===== src/rtl/sif_resp_mem.sv =====
// sif_resp_mem: SIF bus responder with byte-enable word memory, single-cycle ack and out-of-range err.
// Optional wait states before ack when SIF_RESP_WAIT_EN is defined.
module sif_resp_mem #(
    parameter int AW    = 8,
    parameter int DW    = 32,
    parameter int DEPTH = 64
) (
    input  logic            clk,
    input  logic            rst,
    input  logic            req,
    input  logic            we,
    input  logic [AW-1:0]   addr,
    input  logic [DW-1:0]   wd,
    input  logic [DW/8-1:0] be,
    input  logic [3:0]      wait_cfg,
    output logic            ack,
    output logic [DW-1:0]   rd,
    output logic            err,
    output logic            busy
);
    localparam int NB = DW / 8;
    localparam int IW = DEPTH > 1 ? $clog2(DEPTH) : 1;
    typedef enum logic [1:0] {IDLE, WAIT, RESP} state_t;
    state_t          state;
    logic [DW-1:0]   mem [DEPTH];
    logic [AW-1:0]   c_addr;
    logic            c_we;
    logic [DW-1:0]   c_wd;
    logic [NB-1:0]   c_be;
    logic            commit;
    logic            in_range;
    logic [IW-1:0]   idx;
`ifdef SIF_RESP_WAIT_EN
    logic [3:0]      cnt;
    logic [AW-1:0]   addr_q;
    logic            we_q;
    logic [DW-1:0]   wd_q;
    logic [NB-1:0]   be_q;
    // A zero-wait request commits on its acceptance edge, before the latches are loaded.
    assign c_addr = state == IDLE ? addr : addr_q;
    assign c_we   = state == IDLE ? we : we_q;
    assign c_wd   = state == IDLE ? wd : wd_q;
    assign c_be   = state == IDLE ? be : be_q;
    assign commit = !rst && (state == IDLE ? req && wait_cfg == 4'd0 : state == WAIT && cnt == 4'd1);
`else
    logic            unused_wait;
    assign unused_wait = ^wait_cfg;
    assign c_addr = addr;
    assign c_we   = we;
    assign c_wd   = wd;
    assign c_be   = be;
    assign commit = !rst && state == IDLE && req;
`endif
    assign in_range = {1'b0, c_addr} < (AW+1)'(DEPTH);
    assign idx      = c_addr[IW-1:0];
    always_ff @(posedge clk)
        if (commit && c_we && in_range)
            for (int i = 0; i < NB; i++)
                if (c_be[i]) mem[idx][8*i +: 8] <= c_wd[8*i +: 8];
    always_ff @(posedge clk or posedge rst) begin
        if (rst) begin
            state <= IDLE;
            ack   <= 1'b0;
            err   <= 1'b0;
            busy  <= 1'b0;
            rd    <= '0;
`ifdef SIF_RESP_WAIT_EN
            cnt   <= 4'd0;
`endif
        end else begin
            ack <= commit;
            err <= commit && !in_range;
            if (commit && !c_we) rd <= in_range ? mem[idx] : '0;
            case (state)
                IDLE: if (req) begin
                    busy <= 1'b1;
`ifdef SIF_RESP_WAIT_EN
                    addr_q <= addr;
                    we_q   <= we;
                    wd_q   <= wd;
                    be_q   <= be;
                    cnt    <= wait_cfg;
                    state  <= wait_cfg == 4'd0 ? RESP : WAIT;
`else
                    state <= RESP;
`endif
                end
`ifdef SIF_RESP_WAIT_EN
                WAIT: begin
                    cnt   <= cnt - 4'd1;
                    state <= cnt == 4'd1 ? RESP : WAIT;
                end
`endif
                RESP: begin
                    busy  <= 1'b0;
                    state <= IDLE;
                end
                default: state <= IDLE;
            endcase
        end
    end
endmodule


===== config.mk =====
export PLATFORM = sky130hd
export DESIGN_NAME = sif_resp_mem
export DESIGN_NICKNAME = d
export VERILOG_FILES = /design/src/rtl/sif_resp_mem.sv
export SDC_FILE = /design/constraint.sdc
export NUM_CORES = 2
export LEC_CHECK = 0
export ABC_AREA = 1
export BUFFER_PORTS_ARGS = -buffer_cell sky130_fd_sc_hd__buf_2
export CAP_MARGIN = 30
export CORE_UTILIZATION = 25
export CTS_BUF_LIST = sky130_fd_sc_hd__clkbuf_8
export DETAILED_ROUTE_END_ITERATION = 12
export PLACE_DENSITY_LB_ADDON = 0.12
export SETUP_SLACK_MARGIN = 0.3
export SYNTH_ARGS = -nofsm -noshare
export SYNTH_HDL_FRONTEND = slang
export SYNTH_SLANG_ARGS = --single-unit

===== constraint.sdc =====
create_clock -name clk -period 4.8 [get_ports clk]
set_input_delay 0.72 -clock clk [delete_from_list [all_inputs] [get_ports clk]]
set_output_delay 0.72 -clock clk [all_outputs]
set_load 0.02 [all_outputs]

==> flow_summary.yaml <==
grt:
  grt_pass1_wl_um: 434000
  grt_antenna_before_repair: 17
  grt_max_degree: 187
  grt-ovfl-total: 0
  grt_pass1_vias: 59700
  grt_util_all_layers: 0.168
detailed_routing:
  wirelength_um: 305000
  wl_per_cell_um: 21.6
  first_pass_iters: 7
  via_count: 60200
  drc: 0
  ant_nets: 0
  via_per_inst: 4.27
  drt_iter0_markers: 4178
worst_setup_path:
  cp.arrival_ns: 3.81
  critPathMaxFanout: 32
  r2r_start: "state[1]$_DFFE_PP0P_"
  required_ns: 5.47
  crit_type: "in -> reg"
  end_kind: "flop"
  r2r-end: "mem[20][2]$_DFFE_PP_"
  ff2ff_path_depth: 7
  rrSetupSlack_ns: 1.74
  cp-start-kind: "primary input"
power:
  clockPowerShare: 0.411
  p_int_mw: 28.5
  ir_drop_v: 0.000199
  fin_total_pwr_mw: 38.1
  pwr-share-seq: 0.526
  p_sw_mw: 9.65
  swShare: 0.253
  power.density_nw_per_um2: 374
  pwr-share-comb: 0.063
  leakage_nw: 42.2
floorplanning:
  die_h_um: 597
  die-area_sq_um: 356000
  initial_core_util: 0.252
  ios: 87
  die_w_um: 597
  core_area_sq_um: 351000
  rows: 217
synthesis:
  ys_ff_latch: 2083
  synth_cells: 8837
  syn-num-nets: 8889
  ys_types: 19
  ys_seq_area_frac: 0.706
  synth_area_sq_um: 88400
  ys_warn_count: 0
  synth.avg_cell_area_sq_um: 10.0
finish:
  fin_nets: 9156
  fin_cells: 14100
  syn2layout_area_growth_pct: 15.3
  drive_above_1_share: 0.0871
cts:
  h-tree-depth: 5
  clkTransAtPathRegs_ns: 0.06
  clk_path_buf_depth: 4
  clock_sinks: 2083
  cts_setup_buffers: 0
  cts_root_buf: "clkbuf_8"
  cts_tree: "done"
  clkLatencyLatePin_ns: 1.07
  cts_hold_buffers: 5
  cts-buffers-inserted: 388
  cts_resized: 0
sta:
  slew_violations: 0
  fin_skew_ns: 0.0727
  worst_slew_pin_slew_ns: 1.30
  hold_violations: 0
  timing.fmax_mhz: 319
  period_needed_ns: 3.13
  slew_headroom: 0.132
  rsz0062_at_grt: "false"
  finalCritPeriodShare: 0.653
  finalSetupTns_ns: 0
  finalSetupViolCount: 0
hold_path:
  min-delay-start: "wd[25]"
  hold_class: "in -> reg"
  hold_depth: 1
  hold-path-endpoint: "mem[41][25]$_DFFE_PP_"
placement:
  io_buffers: 82
  gp_congestion: 0.792
  detailed_place_hpwl_um: 181000
  dp_cells: 13400
flow_run:
  maxCapViolations: 0
status:
  status: "completed"
-- placed cells by master (no fill, tap or decap) --
cell type,count
inv_16,1
buf_2,65
nand2_4,3
dfrtp_1,35
dlygate4sd3_1,5
inv_2,1
clkinv_4,1
o211ai_1,7
inv_6,4
nor3_4,1
nand2_2,1
nand3_1,5
nor3_2,7
diode_2,14
clkinv_8,2
buf_4,215
edfxtp_1,2048
buf_12,25
buf_6,9
nor2_4,1
buf_8,12
nor2_1,336
or2_0,1
nand2_1,5889
o21ai_0,4
o21ai_1,3
clkinv_1,83
inv_8,8
inv_12,3
buf_16,4
clkbuf_8,401
bufinv_16,4
clkinv_2,34
nor3_1,1
clkinvlp_4,6
inv_1,156
or2_2,4
nor2_2,6
-- logic make-up after synthesis --
kind of cell           count (synthesis)  synth area share
buffers and inverters                485            0.0270
AOI/OAI and AO/OA                     14          0.000991
and+or+nand+nor                     6255             0.266
DFF                                 2083             0.706
-- metrics by stage --
stage                     hold slack (ns)  worst slack, ns  utilization  instance area (sq um)
after floorplan                     0.554             1.61            -                  88400
after global placement              0.426            0.578        0.269                  94400
after detailed placement            0.435            0.651        0.270                  94800
after CTS                       0.0000768             1.70        0.290                 102000
after global routing               0.0117             1.53        0.291                 102000
final                               0.109             1.67        0.291                 102000
-- routing by layer --
layer | wire, um | global-route usage | vias to the layer above
met5 | 0 | 0 | -
met4 | 10600 | 0.0584 | 0
met3 | 12800 | 0.0234 | 464
met2 | 143000 | 0.277 | 1265
met1 | 138000 | 0.226 | 29500
li1 | - | - | 29000
-- how the worst max path moves through the flow --
stage | from | to | slack (ns) | depth (start not counted)
floorplan | rst | mem[11][0]$_DFFE_PP_ | 1.61 | 6
global placement | addr[3] | mem[62][8]$_DFFE_PP_ | 0.58 | 6
detailed placement | addr[1] | mem[2][20]$_DFFE_PP_ | 0.65 | 7
CTS | state[1]$_DFFE_PP0P_ | mem[20][5]$_DFFE_PP_ | 1.70 | 7
global route | state[1]$_DFFE_PP0P_ | mem[30][1]$_DFFE_PP_ | 1.53 | 7
finish | addr[3] | mem[60][14]$_DFFE_PP_ | 1.67 | 6
-- synth_stat cells --
master / n / area (sq um)
nand3_1: 5 / 25.0
inv_2: 2 / 7.51
dfrtp_1: 35 / 876
or2_2: 4 / 25.0
edfxtp_1: 2048 / 61500
buf_1: 46 / 173
buf_2: 168 / 841
inv_4: 1 / 6.26
o21ai_1: 3 / 15.0
nor2_2: 6 / 37.5
clkbuf_1: 150 / 563
o21ai_0: 4 / 20.0
nand2_1: 5893 / 22100
or2_0: 1 / 6.26
inv_1: 24 / 90.1
nor2_1: 337 / 1260
o211ai_1: 7 / 52.6
buf_4: 94 / 706
nor3_1: 9 / 45.0
-- area by class of cell --
type | instances | area, sq um
Tap cell | 4708 | 5890
Clock buffer | 401 | 5520
Antenna cell | 14 | 35.0
Fill cell | 36900 | 249000
Inverter | 27 | 133
Sequential cell | 2083 | 62400
Timing Repair Buffer | 335 | 2880
Clock inverter | 276 | 1340
Multi-Input combinational cell | 6269 | 23700
-- state kept, by name, summed over array words and instances, names as in the netlist --
name,count
mem,2048
state,1
ack,1
err,1
rd,32
-- worst max-delay path: stages --
cell	delay [ns]
buf_2	0.16
inv_1	0.14
nor3_2	0.22
buf_4	0.56
nand2_1	0.92
nor2_1	1.03
-- power by group through the flow --
stage	Sequential [mW]	Clock [mW]	Combinational [mW]
final	20.1	15.7	2.41
after global routing	20.0	16.9	2.68
after CTS	20.1	16.2	2.46
after detailed placement	20.4	0	2.45
after global placement	20.4	0	2.44
after floorplan	20.4	0	1.26
Note: power is estimated with default switching activity, not from simulation.
